--- config.mk ---
export PLATFORM = sky130hd
export DESIGN_NAME = io_responder_flat
export DESIGN_NICKNAME = d
export VERILOG_FILES = /design/src/rtl/io_responder_pkg.sv /design/src/rtl/io_responder_if.sv /design/src/rtl/io_responder_key_debounce.sv /design/src/rtl/io_responder.sv /design/src/flat_wrapper.sv
export SDC_FILE = /design/constraint.sdc
export NUM_CORES = 1
export LEC_CHECK = 0
export ABC_AREA = 0
export CAP_MARGIN = 20
export CORE_ASPECT_RATIO = 0.6
export CORE_MARGIN = 1.5
export CORE_UTILIZATION = 40
export CTS_CLUSTER_DIAMETER = 200
export DETAILED_ROUTE_END_ITERATION = 16
export RECOVER_POWER = 25
export REMOVE_ABC_BUFFERS = 1
export SYNTH_ARGS = -nofsm -noshare
export SYNTH_HDL_FRONTEND = slang
export SYNTH_SLANG_ARGS = --single-unit
--- constraint.sdc ---
create_clock -name CLK -period 3.5 [get_ports CLK]
set_input_delay 0.525 -clock CLK [delete_from_list [all_inputs] [get_ports CLK]]
set_output_delay 0.525 -clock CLK [all_outputs]
set_load 0.01 [all_outputs]
--- src/rtl/io_responder_pkg.sv ---
// Shared I/O page definitions: register addresses, unmapped read value,
// timer control bit positions and a small address decoder.
package io_responder_pkg;

    localparam logic [11:0] IO_PAGE         = 12'hFFF;

    localparam logic [15:0] IO_ADDR_KEY     = 16'hFFF0;
    localparam logic [15:0] IO_ADDR_SW      = 16'hFFF2;
    localparam logic [15:0] IO_ADDR_KEYEDGE = 16'hFFF4;
    localparam logic [15:0] IO_ADDR_TCNT    = 16'hFFF6;
    localparam logic [15:0] IO_ADDR_HEX     = 16'hFFF8;
    localparam logic [15:0] IO_ADDR_LEDR    = 16'hFFFA;
    localparam logic [15:0] IO_ADDR_LEDG    = 16'hFFFC;
    localparam logic [15:0] IO_ADDR_TCTL    = 16'hFFFE;

    localparam logic [15:0] IO_UNMAPPED     = 16'hDEAD;

    // Timer control/status word layout
    localparam int TCTL_TDONE_BIT = 0;
    localparam int TCTL_TIE_BIT   = 1;

    typedef enum logic [3:0] {
        REG_KEY,
        REG_SW,
        REG_KEYEDGE,
        REG_TCNT,
        REG_HEX,
        REG_LEDR,
        REG_LEDG,
        REG_TCTL,
        REG_NONE
    } io_reg_e;

    // Map a byte address onto one of the I/O registers; odd or foreign
    // addresses fall through to REG_NONE.
    function automatic io_reg_e io_decode(input logic [15:0] addr);
        io_reg_e r;
        r = REG_NONE;
        case (addr)
            IO_ADDR_KEY:     r = REG_KEY;
            IO_ADDR_SW:      r = REG_SW;
            IO_ADDR_KEYEDGE: r = REG_KEYEDGE;
            IO_ADDR_TCNT:    r = REG_TCNT;
            IO_ADDR_HEX:     r = REG_HEX;
            IO_ADDR_LEDR:    r = REG_LEDR;
            IO_ADDR_LEDG:    r = REG_LEDG;
            IO_ADDR_TCTL:    r = REG_TCTL;
            default:         r = REG_NONE;
        endcase
        return r;
    endfunction

endpackage

--- src/rtl/io_responder_if.sv ---
// Processor data bus as seen by a memory-mapped peripheral.
interface io_responder_if #(
    parameter int DBITS = 16
);
    logic [DBITS-1:0] ADDR;
    logic [DBITS-1:0] DIN;
    logic             WE;
    logic [DBITS-1:0] DOUT;
    logic             SEL;

    modport master (output ADDR, output DIN, output WE, input DOUT, input SEL);
    modport slave  (input ADDR, input DIN, input WE, output DOUT, output SEL);
endinterface

--- src/rtl/io_responder_key_debounce.sv ---
// One pushbutton: two-flop synchronizer followed by a debounce counter.
// The accepted level only moves after the synchronized input has
// disagreed with it for DEBOUNCE consecutive cycles.
module key_debounce #(
    parameter int DEBOUNCE = 250000
) (
    input  logic clk,
    input  logic rst_n,
    input  logic key_raw,
    output logic key_db
);
    localparam int CW = (DEBOUNCE > 1) ? $clog2(DEBOUNCE + 1) : 1;

    logic          sync1_q, sync2_q;
    logic          db_q, db_d;
    logic [CW-1:0] cnt_q, cnt_d;

    // Count disagreeing cycles; any agreement (bounce back) restarts the count
    always_comb begin
        db_d  = db_q;
        cnt_d = '0;
        if (sync2_q != db_q) begin
            if (cnt_q == CW'(DEBOUNCE - 1)) begin
                db_d  = sync2_q;
                cnt_d = '0;
            end else begin
                cnt_d = cnt_q + CW'(1);
            end
        end
    end

    // Synchronizer and debounce state; keys rest released (high)
    always_ff @(posedge clk or negedge rst_n) begin
        if (!rst_n) begin
            sync1_q <= 1'b1;
            sync2_q <= 1'b1;
            db_q    <= 1'b1;
            cnt_q   <= '0;
        end else begin
            sync1_q <= key_raw;
            sync2_q <= sync1_q;
            db_q    <= db_d;
            cnt_q   <= cnt_d;
        end
    end

    assign key_db = db_q;

endmodule

--- src/rtl/io_responder.sv ---
// Memory-mapped I/O page: keys, switches, LEDs, hex display value and a
// countdown timer with interrupt. Reads are combinational, writes land on
// the clock edge that samples WE.
module io_responder
    import io_responder_pkg::*;
#(
    parameter int DBITS    = 16,
    parameter int PRESCALE = 50000,
    parameter int DEBOUNCE = 250000
) (
    input  logic                 CLK,
    input  logic                 RESETN,
    io_responder_if.slave        bus,
    input  logic [3:0]           KEY,
    input  logic [9:0]           SW,
    output logic [15:0]          HEXVAL,
    output logic [9:0]           LEDR,
    output logic [7:0]           LEDG,
    output logic                 IRQ
);
    localparam int PW = (PRESCALE > 1) ? $clog2(PRESCALE) : 1;

    logic [3:0]    key_db;
    logic [3:0]    db_prev_q;
    logic [3:0]    key_fall;
    logic [9:0]    sw_s1_q, sw_s2_q;

    logic [PW-1:0] presc_q, presc_d;
    logic          tick;

    logic [15:0]   hex_q, hex_d;
    logic [9:0]    ledr_q, ledr_d;
    logic [7:0]    ledg_q, ledg_d;
    logic [15:0]   tcnt_q, tcnt_d;
    logic          tdone_q, tdone_d;
    logic          tie_q, tie_d;
    logic [3:0]    keyedge_q, keyedge_d;
    logic          irq_q, irq_d;

    io_reg_e       reg_sel;
    logic [15:0]   addr16;
    logic [15:0]   din16;
    logic [15:0]   rd_val;

    assign addr16  = bus.ADDR[15:0];
    assign din16   = bus.DIN[15:0];
    assign reg_sel = io_decode(addr16);

    genvar gi;
    generate
        for (gi = 0; gi < 4; gi++) begin : g_key
            key_debounce #(
                .DEBOUNCE (DEBOUNCE)
            ) u_key_debounce (
                .clk     (CLK),
                .rst_n   (RESETN),
                .key_raw (KEY[gi]),
                .key_db  (key_db[gi])
            );
        end
    endgenerate

    // A press is a 1->0 transition of the debounced level
    assign key_fall = db_prev_q & ~key_db;
    assign tick     = (presc_q == PW'(PRESCALE - 1));

    // Next-state for prescaler, CPU-writable registers, timer and status
    always_comb begin
        presc_d   = tick ? '0 : presc_q + PW'(1);
        hex_d     = hex_q;
        ledr_d    = ledr_q;
        ledg_d    = ledg_q;
        tcnt_d    = tcnt_q;
        tdone_d   = tdone_q;
        tie_d     = tie_q;
        keyedge_d = keyedge_q;

        if (bus.WE) begin
            case (reg_sel)
                REG_HEX:     hex_d     = din16;
                REG_LEDR:    ledr_d    = din16[9:0];
                REG_LEDG:    ledg_d    = din16[7:0];
                REG_KEYEDGE: keyedge_d = keyedge_q & ~din16[3:0];
                REG_TCTL: begin
                    tie_d = din16[TCTL_TIE_BIT];
                    if (din16[TCTL_TDONE_BIT]) begin
                        tdone_d = 1'b0;
                    end
                end
                default: ;
            endcase
        end

        // New presses are applied after the clear so a same-cycle set wins
        keyedge_d = keyedge_d | key_fall;

        // CPU load beats the tick; decrement saturates at zero and only a
        // decrement into zero raises TDONE (after any clear, so set wins)
        if (bus.WE && reg_sel == REG_TCNT) begin
            tcnt_d = din16;
        end else if (tick && tcnt_q != 16'd0) begin
            tcnt_d = tcnt_q - 16'd1;
            if (tcnt_q == 16'd1) begin
                tdone_d = 1'b1;
            end
        end

        irq_d = (tie_d & tdone_d) | (|keyedge_d);
    end

    // State registers
    always_ff @(posedge CLK or negedge RESETN) begin
        if (!RESETN) begin
            db_prev_q <= 4'hF;
            sw_s1_q   <= '0;
            sw_s2_q   <= '0;
            presc_q   <= '0;
            hex_q     <= '0;
            ledr_q    <= '0;
            ledg_q    <= '0;
            tcnt_q    <= '0;
            tdone_q   <= 1'b0;
            tie_q     <= 1'b0;
            keyedge_q <= '0;
            irq_q     <= 1'b0;
        end else begin
            db_prev_q <= key_db;
            sw_s1_q   <= SW;
            sw_s2_q   <= sw_s1_q;
            presc_q   <= presc_d;
            hex_q     <= hex_d;
            ledr_q    <= ledr_d;
            ledg_q    <= ledg_d;
            tcnt_q    <= tcnt_d;
            tdone_q   <= tdone_d;
            tie_q     <= tie_d;
            keyedge_q <= keyedge_d;
            irq_q     <= irq_d;
        end
    end

    // Combinational load data for the addressed register
    always_comb begin
        rd_val = IO_UNMAPPED;
        case (reg_sel)
            REG_KEY:     rd_val = {12'b0, key_db};
            REG_SW:      rd_val = {6'b0, sw_s2_q};
            REG_KEYEDGE: rd_val = {12'b0, keyedge_q};
            REG_TCNT:    rd_val = tcnt_q;
            REG_HEX:     rd_val = hex_q;
            REG_LEDR:    rd_val = {6'b0, ledr_q};
            REG_LEDG:    rd_val = {8'b0, ledg_q};
            REG_TCTL: begin
                rd_val                 = '0;
                rd_val[TCTL_TIE_BIT]   = tie_q;
                rd_val[TCTL_TDONE_BIT] = tdone_q;
            end
            default:     rd_val = IO_UNMAPPED;
        endcase
    end

    assign bus.DOUT = DBITS'(rd_val);
    assign bus.SEL  = (addr16[15:4] == IO_PAGE);
    assign HEXVAL   = hex_q;
    assign LEDR     = ledr_q;
    assign LEDG     = ledg_q;
    assign IRQ      = irq_q;

endmodule
--- src/flat_wrapper.sv ---
// flat-port wrapper written by rule: the top's interface ports become plain ports
module io_responder_flat import io_responder_pkg::*;
#(
    parameter int DBITS    = 16,
    parameter int PRESCALE = 50000,
    parameter int DEBOUNCE = 250000
)
  (CLK, RESETN, KEY, SW, HEXVAL, LEDR, LEDG, IRQ, bus_ADDR, bus_DIN, bus_WE, bus_DOUT, bus_SEL);
  io_responder_if #(.DBITS(DBITS)) bus_i ();
  input  logic CLK;
  input  logic RESETN;
  input  logic [3:0] KEY;
  input  logic [9:0] SW;
  output logic [15:0] HEXVAL;
  output logic [9:0] LEDR;
  output logic [7:0] LEDG;
  output logic IRQ;
  input wire logic [$bits(bus_i.ADDR)-1:0] bus_ADDR;
  input wire logic [$bits(bus_i.DIN)-1:0] bus_DIN;
  input wire logic [$bits(bus_i.WE)-1:0] bus_WE;
  output wire logic [$bits(bus_i.DOUT)-1:0] bus_DOUT;
  output wire logic [$bits(bus_i.SEL)-1:0] bus_SEL;
  assign bus_i.ADDR = bus_ADDR;
  assign bus_i.DIN = bus_DIN;
  assign bus_i.WE = bus_WE;
  assign bus_DOUT = bus_i.DOUT;
  assign bus_SEL = bus_i.SEL;
  io_responder #(.DBITS(DBITS), .PRESCALE(PRESCALE), .DEBOUNCE(DEBOUNCE)) u_core (.CLK(CLK), .RESETN(RESETN), .bus(bus_i), .KEY(KEY), .SW(SW), .HEXVAL(HEXVAL), .LEDR(LEDR), .LEDG(LEDG), .IRQ(IRQ));
endmodule
# Yosys cells after proc, flatten, opt, wreduce, memory -nomap -nowiden

Cells that the tools add are included.

Add/subtract/negate cells: 6
Equal/unequal tests: 26
Muxes and demuxes: 23
Bitwise operators: 7
Reduce and logical (&&, ||, !) cells: 13

Operators with widths:

| cell                    | number |
|---|---|
| $eq A16 B16 Y1 const B  | 9 |
| $mux W18                | 8 |
| $pmux W16 S8            | 1 |
| $add A18 B1 Y18 const B | 4 |
| $eq A18 B18 Y1 const B  | 4 |
| $mux W16                | 3 |
| $pmux W4 S8             | 1 |
| $add A16 B1 Y16 const B | 1 |
| $eq A16 B1 Y1 const B   | 1 |
| $eq A4 B3 Y1 const B    | 4 |
| $reduce_bool A16 Y1     | 1 |
| $sub A16 B1 Y16 const B | 1 |
| $reduce_and A2 Y1       | 7 |
| $eq A12 B12 Y1 const B  | 1 |
| $and A4 B4 Y4           | 2 |
| $eq A4 B2 Y1 const B    | 2 |
| $mux W1                 | 8 |
| $mux W4                 | 2 |
| $not A4 Y4              | 2 |
| $eq A4 B1 Y1 const B    | 1 |
| $logic_not A4 Y1        | 1 |
| $ne A1 B1 Y1            | 4 |
| $or A4 B4 Y4            | 1 |
| $reduce_or A4 Y1        | 1 |
| other kinds (4)         | 5 |

Bits in registers: 181
Output and inout bits: 52
Logic and storage cells: 103

# Longest topological paths before layout

Gate-level depths: netlist (run 1).

Depth in word-level cells: 10
Mapped depth: 9
Depth with buffers taken out: 7

# Hierarchy

Synthesis (run 1) repeated with hierarchy kept, for this count alone.

Cells, all modules: 809
Area, all modules: 8633.3 um2

Modules (own cells, without submodules):

| module       | instances | cells an instance | area each (um2) | seq. area each (um2) |
|---|---|---|---|---|
| io_responder | 1         | 413               | 4499.3          | 2432.3 |
| key_debounce | 4         | 99                | 1033.5          | 529.3 |

# Least setup slack after synthesis (run 1)

OpenSTA, ideal clock, no wires.

Path type: input to output
Start: in bus_ADDR[14]
End: out bus_DOUT[2]
Arrival: 2149 ps
Path slack: 826 ps
Cell stages on the path: 6
Cells stage by stage: nand4_2 or4_4 buf_6 nor4_1 a221oi_1 o211ai_1

Cells in the longest elaborated chain, start to end: 4
Elaborated cells between the ends (all ways): 18
Classes of those cells: eq/ne: 15; mux: 2; reduce/logical: 1

Ends and longest elaborated chain:

| element                                    | line                   | source |
|---|---|---|
| start: declaration                         | flat_wrapper.sv:18     | `input wire logic [$bits(bus_i.ADDR)-1:0] bus_ADDR;` |
| $eq A16 B16 Y1                             | io_responder_pkg.sv:39 | `case (addr)` |
| $pmux W4 S8 *                              | io_responder_pkg.sv:39 |  |
| $eq A4 B3 Y1, or another cell as far along | io_responder.sv:145    | `case (reg_sel)` |
| $pmux W16 S8 *                             | io_responder.sv:145    |  |
| end: declaration                           | flat_wrapper.sv:21     | `output wire logic [$bits(bus_i.DOUT)-1:0] bus_DOUT;` |

Every way passes the cells marked *; elsewhere a longest branch is shown, timed or not.

# Final worst setup path (run 1)

Start: in bus_ADDR[14]
End: out bus_DOUT[5]

The elaborated chain is that of the path after synthesis.

==> results.md, run 1 <==
Outcome:
- The flow ran to the end, but the final reports show violations.
- The final reports fail on max-capacitance violations, max-slew violations.

Layout:
- For this run, the share of the core covered by cells in the final layout is 51.7%.
- The filler-free cell count of the finished design is 1,186.
- Of the cells placed in the final design, the portion with a size suffix greater than 1 is 14.8%.
- From synthesis to final layout, the design area changed by 24.3%.
- Fill cells in the final layout number 1,813.
- The number of nets in the layout is 956.
- The finished cells cover 10,500 sq um.
- 0 antenna diodes ended up in the layout.

Route:
- The detailed-router iteration count before antenna repair is 5.
- The number of nets with antenna violations after routing is 0.
- The count of unresolved DRC violations after routing is 0.
- The average routed wire per standard cell is 16.9 um.
- Using the TritonRoute via totals, the vias-per-cell ratio works out to 5.19.
- The detailed router finished its first iteration with 369 violations.
- The sum of routed wire length over all layers is 20,000 um.
- The total via count in the routed design is 6,150.

Worst setup path:
- The count of buffer and inverter cells on the critical path is 3.
- The arrival time at the worst endpoint is 2.88 ns.
- In this design, the stage delay of the slowest critical-path cell is 0.57 ns.
- Counting cells, the worst reg-to-reg path comes to 7.
- The family with the most delay on the worst path is buffers and inverters.
- Traced cell by cell, the critical path runs through clkdlybuf4s50_1, nand4_2, or4_4, buf_4, a221o_1, a221o_1, clkdlybuf4s50_1.
- STA classifies the critical path startpoint as a primary input.
- The master of the slowest instance on the critical path is sky130_fd_sc_hd__or4_4.
- The setup slack on the worst flop-to-flop path is 1.02 ns.
- The data required time of the worst path is 2.97 ns.
- STA classifies the critical path endpoint as a primary output.
- The highest fanout seen on the critical path is 10.
- The worst setup path is of the in -> out kind.
- The worst register-to-register path begins at u_core.tcnt_q[0].
- The capture point of the worst reg-to-reg path is u_core.tcnt_q[9].

Timing:
- The highest achievable clock rate is 294 MHz.
- The slew of the pin with the lowest slew margin is 1.94 ns.
- Setup repair after global routing left no endpoint under its margin.
- The worst hold margin is 0.351 ns.
- The headroom to the max-slew limit is -29.4%.
- The clock period could shrink to 3.40 ns.
- The clock skew after layout is 0.0101 ns.
- The total count of hold-check failures in the final report is 0.
- The count of final max-slew check failures is 75.
- Setup violations remaining at the end of the flow were counted as 0.
- The post-route fraction of the period consumed by the critical path is 97.3%.

Power:
- The worst-case IR drop observed on VDD is 0.000344 V.
- Summed over all cells, the static leakage comes to 4.41 nW.
- Power spread over the standard cell area amounts to 404 nW/um^2.

Placement:
- Including well taps, the total number of placed cells is 1,154.
- During placement, the flow inserted port buffers numbering 100.
- Summing all placed instances gives a cell area of 9910 sq um.
- The final weighted congestion in routability-driven placement is 0.832.
- The placed wire-length estimate after detailed placement is 14,400 um.

Global route:
- Global routing used 19.5% of the available tracks across all layers.
- The wire length of the first global-routing pass is 33,300 um.
- After global routing the overflow that remains totals 0.
- The initial antenna violation count was 0.
- The via count of the first global-routing pass came to 6,035.
- The largest net degree at the start of global routing is 76.

Yosys:
- The number of synthesized register bits is 181.
- sky130_fd_sc_hd__dfrtp_1 takes more of the synthesized area than any other cell.
- Among all flip-flop cells after synthesis, the most frequent one is sky130_fd_sc_hd__dfrtp_1.
- The share of the synthesized area in the top cell type is 48.8%.
- The synthesized instance count is 779.
- The count of distinct cell types in the synthesized netlist is 61.
- After synthesis, the share of flip-flops with an asynchronous set or reset is 100%.
- By count the netlist is led by sky130_fd_sc_hd__dfrtp_1 (165), sky130_fd_sc_hd__nor2_1 (105), sky130_fd_sc_hd__xnor2_1 (46).
- By area the synthesized netlist is led by sky130_fd_sc_hd__dfrtp_1 (49%), sky130_fd_sc_hd__mux2_2 (5.6%), sky130_fd_sc_hd__dfstp_2 (5.0%).
- The cell area after synthesis is 8470 sq um.
- The count of yosys warnings during synthesis is 0.
- Among all cell types in the netlist, the one instantiated most often is sky130_fd_sc_hd__dfrtp_1.
- The synthesized area divided by synthesized cell count is 10.9 sq um.
- The share of the Yosys chip area taken by registers is 53.7%.
- The number of enable flip-flop cells after synthesis is 0.

Clock tree:
- The total of hold buffers inserted after clock tree synthesis is 0.
- The number of clock buffers added by TritonCTS is 17.
- Clock tree synthesis found a total of 181 sinks.
- The cell at the root of the clock tree is sky130_fd_sc_hd__clkbuf_16.
- The clock tree from TritonCTS is done.
- The deepest clock path buffer count is 2.
- The depth of the CTS H-tree is 4.
- The clock-pin slew on the worst setup and hold paths is 0.06 ns.
- The clock reaches the later pin of the worst-skew pair after 0.44 ns.

Floorplanning:
- After floorplanning, the core was divided into 40 placement rows.
- The number of primary I/O pins is 101.
- The die height is 116 um.
- The starting density of the core is 41.6%.
- The die outline area is 22,100 sq um.
- The floorplan die width is 191 um.
- The core region is 20,400 sq um.

Hold path:
- In this run the most critical hold path is launched from u_core.sw_s1_q[2].
- The class of the worst hold path is reg -> reg.
- The number of instances on the worst hold path is 0.
- The terminating pin of the worst hold path is u_core.sw_s2_q[2].

Run:
- The tool flagged a number of max-cap violations equal to 1.
## cell families (layout without fill, tap and decap cells)
| logic type | after synthesis | in the layout | synth area share (%) |
|---|---|---|---|
| AOI/OAI and AO/OA | 78 | 78 | 6.90 |
| xor gates and xnor gates | 91 | 91 | 9.41 |
| adders and majority gates | 7 | 7 | 1.03 |
| buffers and inverters | 48 | 182 | 2.47 |
| DFF | 181 | 181 | 53.7 |
| muxes | 48 | 48 | 6.44 |
| and+or+nand+nor | 326 | 326 | 20.0 |
## where the power goes
part           switching, mW  total (mW)  internal [mW]
Combinational          0.116       0.198         0.0821
Clock                  0.936        1.92          0.980
Sequential            0.0182        2.14           2.12
Total                   1.07        4.25           3.18
## worst max-delay path by stage
stage	from	endpoint	slack [ns]	cells past startpoint
after floorplan	bus_ADDR[14]	bus_DOUT[2]	0.79	5
after global placement	bus_ADDR[14]	bus_DOUT[3]	0.03	8
after detailed placement	bus_ADDR[14]	bus_DOUT[6]	-0.03	7
after CTS	bus_ADDR[14]	bus_DOUT[6]	0.0002	7
after global routing	bus_ADDR[14]	bus_DOUT[5]	0.04	7
final	bus_ADDR[14]	bus_DOUT[5]	0.1	7
## sequential cells by signal, summed over array words and instances (netlist names)
| signal | flops |
|---|---|
| u_core.IRQ | 1 |
| u_core.sw_s2_q | 10 |
| u_core.g_key.u_key_debounce.cnt_q | 72 |
| u_core.tcnt_q | 16 |
| u_core.LEDG | 8 |
| u_core.g_key.u_key_debounce.sync1_q | 4 |
| u_core.keyedge_q | 4 |
| u_core.db_prev_q | 4 |
| u_core.HEXVAL | 16 |
| u_core.tdone_q | 1 |
| u_core.g_key.u_key_debounce.sync2_q | 4 |
| u_core.g_key.u_key_debounce.key_db | 4 |
| u_core.presc_q | 16 |
| u_core.LEDR | 10 |
| u_core.tie_q | 1 |
| u_core.sw_s1_q | 10 |
## through the flow
step | setup slack [ns] | TNS [ns] | total power [mW]
after floorplan | 0.795 | 0 | 2.23
final | 0.0954 | 0 | 4.25
after detailed placement | -0.0290 | -0.0429 | 2.39
after global placement | 0.0344 | 0 | 2.39
after global routing | 0.0406 | 0 | 4.43
after CTS | 0.000194 | 0 | 4.32
## area by class of cell
class	count	area (sq um)	share of cell area (%)
clock buffers	18	439	4.17
clock inverters	14	156	1.49
inverters	21	78.8	0.749
multi-input cells	550	3720	35.3
flip-flops and latches	181	4550	43.2
well taps	273	342	3.25
repair buffers	129	1240	11.8
## cell usage in the layout, fill, tap and decap left out, types with 7 or more instances in the layout
cell,netlist,final
sky130_fd_sc_hd__dfrtp_1,165,165
sky130_fd_sc_hd__nor2_1,105,104
sky130_fd_sc_hd__clkdlybuf4s50_1,0,80
sky130_fd_sc_hd__xnor2_1,46,46
sky130_fd_sc_hd__nand2_1,45,45
sky130_fd_sc_hd__xor2_1,45,45
sky130_fd_sc_hd__nand3_1,44,44
sky130_fd_sc_hd__mux2_2,42,42
sky130_fd_sc_hd__buf_4,0,28
sky130_fd_sc_hd__nand4_1,25,25
sky130_fd_sc_hd__o21ai_0,22,22
sky130_fd_sc_hd__inv_1,20,20
sky130_fd_sc_hd__clkbuf_16,0,17
sky130_fd_sc_hd__nor3_1,16,16
sky130_fd_sc_hd__dlygate4sd3_1,0,14
sky130_fd_sc_hd__nor2b_1,13,13
sky130_fd_sc_hd__and3_1,13,13
sky130_fd_sc_hd__dfstp_2,16,13
sky130_fd_sc_hd__and4_1,11,11
sky130_fd_sc_hd__a221o_1,10,10
sky130_fd_sc_hd__or4_1,9,9
sky130_fd_sc_hd__and2_1,7,7
sky130_fd_sc_hd__nor4_1,8,7
sky130_fd_sc_hd__ha_1,7,7
## per-layer routing
layer	global-route usage (%)	vias up	share of wire, %	routed length (um)
li1	-	3009	-	-
met1	30.5	2972	54	10700
met2	25.8	149	39	7800
met3	5.06	20	5.9	1180
met4	5.98	0	1.5	304
met5	0	-	0	0
## repair_timing
action | 4_1_cts | 5_1_grt
buffers inserted | 0 | 0
resized for setup | 1 | 7
pin swaps | 0 | 1
endpoints found under the setup margin | 2 | 6
Power figures use the tool's default switching activity.
==> run 2, diff against run 1 <==
CTS_CLUSTER_DIAMETER = 50   (was 200)
==> results of run 2 <==
Same layout as run 1: the final DEF is identical, and so are final timing and power.
==> run 3, diff against run 2 <==
CORE_MARGIN = 3   (was 1.5)
==> run 3 against run 2 <==
  * Global-route usage shrank 1.7 points
  * The flow still finishes with violations (max-capacitance violations, max-slew violations)
  * Cell count shrank 0.17%
  * Die area grew 4.2%
  * Count of clock-buffer cells in the layout is the same
  * Critical path type unchanged
==> results.md, run 3 (synthesis gave the netlist of run 1 again) <==
Outcome:
- The run finished, with violations left.
- The checks that failed: max-capacitance violations, max-slew violations.

Clock tree:
- The total of hold buffers inserted after clock tree synthesis is 0 (unchanged).
- The CTS sink count is 181 (unchanged).
- The depth of the CTS H-tree is 4 (unchanged).
- The clock tree from TritonCTS is done.
- The deepest clock path buffer count is 2 (unchanged).
- The cell at the root of the clock tree is sky130_fd_sc_hd__clkbuf_16.
- The source-to-sink clock delay at the later pin of the worst-skew pair is 0.44 ns (about the same).
- The number of CTS-inserted buffers is 17 (unchanged).
- The clock-pin slew on the worst setup and hold paths is 0.07 ns (about the same).
- The quantity of gates resized following cts is 0 (-1).
- The post-CTS repair timing setup buffer count is 0 (unchanged).

Route:
- The detailed-router iteration count before antenna repair is 5 (unchanged).
- The sum of routed wire length over all layers is 20,000 um (-0.30%).
- The number of nets with antenna violations after routing is 0 (unchanged).
- The count of unresolved DRC violations after routing is 0 (unchanged).
- The average routed wire per standard cell came to 16.9 um (-0.14%).
- The starting DRC count in detailed routing was 434 (+18%).
- The ratio of routed vias to standard cells came to 5.23 (+0.85%).
- The total via count in the routed design was 6,192 (+0.68%).

Layout:
- The final core utilization is 51.7% (about the same).
- The layout overhead on the synthesized area came to 24.4% (about the same).
- The number of flip-flops under the largest register name is 72 (unchanged).
- The library cell used most frequently in the layout, excluding fill and tap cells, is sky130_fd_sc_hd__dfrtp_1.
- In the layout the commonest cells are sky130_fd_sc_hd__dfrtp_1 (165), sky130_fd_sc_hd__nor2_1 (105), sky130_fd_sc_hd__clkdlybuf4s50_1 (79), sky130_fd_sc_hd__xnor2_1 (46).
- The number of nets in the layout is 954 (-0.21%).
- The proportion of layout cells with a drive suffix above 1 is 14.4% (-0.41 points).
- The number of fillers in the final layout is 1,838 (+1.4%).
- The number of antenna cells inserted is 0 (unchanged).
- The register bank with the most flops is u_core.g_key.u_key_debounce.cnt_q.
- The filler-free cell count of the finished design came to 1,184 (-0.17%).

Floorplanning:
- The starting density of the core is 41.6% (unchanged).
- The number of primary I/O pins is 101 (unchanged).
- The floorplan die width is 194 um (+1.6%).
- The number of rows created at floorplan is 40 (unchanged).
- The die outline area came to 23,000 sq um (+4.2%).
- The die height came to 119 um (+2.6%).
- The floorplan core area came to 20,400 sq um (unchanged).

Global route:
- The wire length of the first global-routing pass is 32,600 um (-2.1%).
- The residual overflow from global routing is 0 (unchanged).
- The largest net degree at the start of global routing came to 72 (-5.3%).
- The initial antenna violation count is 0 (unchanged).
- The via count of the first global-routing pass is 5,850 (-3.1%).
- The overall fraction of global-route tracks in use is 17.8% (-1.7 points).

Worst setup path:
- The worst setup path is launched from a primary input.
- The signal on the critical path passes through clkdlybuf4s50_1, nand4_2, or4_4, o21a_2, buf_4, a221o_1, clkdlybuf4s50_1.
- Grouping stages by cell kind, the critical path spends the most delay in buffers and inverters.
- The highest fanout seen on the critical path is 4 (-6).
- The maximum cell stage delay along the critical path is 0.57 ns (about the same).
- The critical path is of the in -> out type.
- The count of buffer and inverter cells on the critical path is 3 (unchanged).
- STA classifies the critical path endpoint as a primary output.
- The data required time of the worst path was 2.97 ns (about the same).
- On the critical path, the stage with the largest delay is an instance of sky130_fd_sc_hd__or4_4.
- The arrival time at the worst endpoint came to 2.93 ns (+0.05 ns).
- By instance count, the cell type seen most on the critical path is sky130_fd_sc_hd__clkdlybuf4s50_1.

Timing:
- The headroom to the max-slew limit is -18.3% (+11 points).
- The summed negative setup slack over all endpoints is 0 ns (unchanged).
- The total count of hold-check failures in the final report was 0 (unchanged).
- The slew of the pin with the lowest slew margin is 1.78 ns (-0.166 ns).
- The total of endpoints with negative setup slack in the final report is 0 (unchanged).
- The post-route fraction of the period consumed by the critical path was 98.6% (+1.3 points).
- The count of final max-slew check failures is 71 (-5.3%).
- The highest achievable clock rate is 290 MHz (-1.4%).
- The shortest clock period the worst path allows after layout is 3.45 ns (+0.0472 ns).
- The clock skew after layout came to 0.00962 ns (-0.000509 ns).

Power:
- The worst-case vdd ir drop is 0.000371 V (+8.1%).
- The switching power is 1.04 mW (-2.4%).
- The switching share of power was 24.0% (-1.2 points).
- The leakage power is 4.41 nW (unchanged).
- The internal power contribution is 3.31 mW (+4.1%).
- The power share of the sequential group is 49.1% (-1.2 points).
- The post-layout total power is 4.36 mW (+2.4%).
- The combinational cell fraction of total power came to 4.5% (-0.2 points).
- The power per cell area is 414 nW/um^2 (+2.3%).
- The relative contribution of the clock network to total power is 46.4% (+1.4 points).

Placement:
- The placed wire-length estimate after detailed placement is 14,300 um (-0.90%).
- The number of placed instances, taps included came to 1,152 (-0.17%).
- The final weighted congestion in routability-driven placement is 0.814 (-2.2%).
- The number of buffer cells added on primary ports was 100 (unchanged).

Hold path:
- The class of the worst hold path is reg -> reg.

Run:
- The max-capacitance violation count is 1 (unchanged).
[run 3: final cells by class]
cell class / count / area (sq um) / share of cell area [%]
timing repair buffer: 127 / 1220 / 11.6
clock buffer: 18 / 439 / 4.17
sequential: 181 / 4550 / 43.2
inverter: 21 / 78.8 / 0.748
multi-input combinational: 550 / 3720 / 35.3
clock inverter: 14 / 183 / 1.73
tap: 273 / 342 / 3.24
[run 3: stage by stage]
step	setup WS (ns)	hold WS, ns	area, sq um
after global routing	-0.000531	0.356	10500
after CTS	0.00316	0.102	10500
final	0.0483	0.350	10500
after floorplan	0.795	0.229	8340
after global placement	0.0203	0.332	9910
after detailed placement	0.00514	0.335	9910
[run 3: final timing paths]
check / from / to / slack [ns] / depth (start not counted)
max: bus_ADDR[14] / bus_DOUT[7] / 0.05 / 7
min: u_core.sw_s1_q[6] / u_core.sw_s2_q[6] / 0.35 / 0
max reg2reg: u_core.tcnt_q[0] / u_core.tcnt_q[11] / 1.03 / 7
min reg2reg: u_core.sw_s1_q[6] / u_core.sw_s2_q[6] / 0.35 / 0
max in group asynchronous: RESETN / u_core.tcnt_q[4] / 0.78 / 2
min in group asynchronous: RESETN / u_core.presc_q[15] / 0.54 / 1
[run 3: power groups by stage]
stage	Clock [mW]	Combinational (mW)	Sequential (mW)
global route	2.17	0.219	2.14
finish	2.02	0.196	2.14
global placement	0	0.204	2.18
CTS	2.07	0.206	2.14
floorplan	0	0.0512	2.18
detailed placement	0	0.205	2.18
[run 3: routing by layer]
metal	vias up	share of wire, %	track usage [%]
met5	-	0	0
li1	3003	-	-
met2	137	40	22.8
met4	0	1.2	5.47
met3	19	4.9	3.90
met1	3033	54	29.0
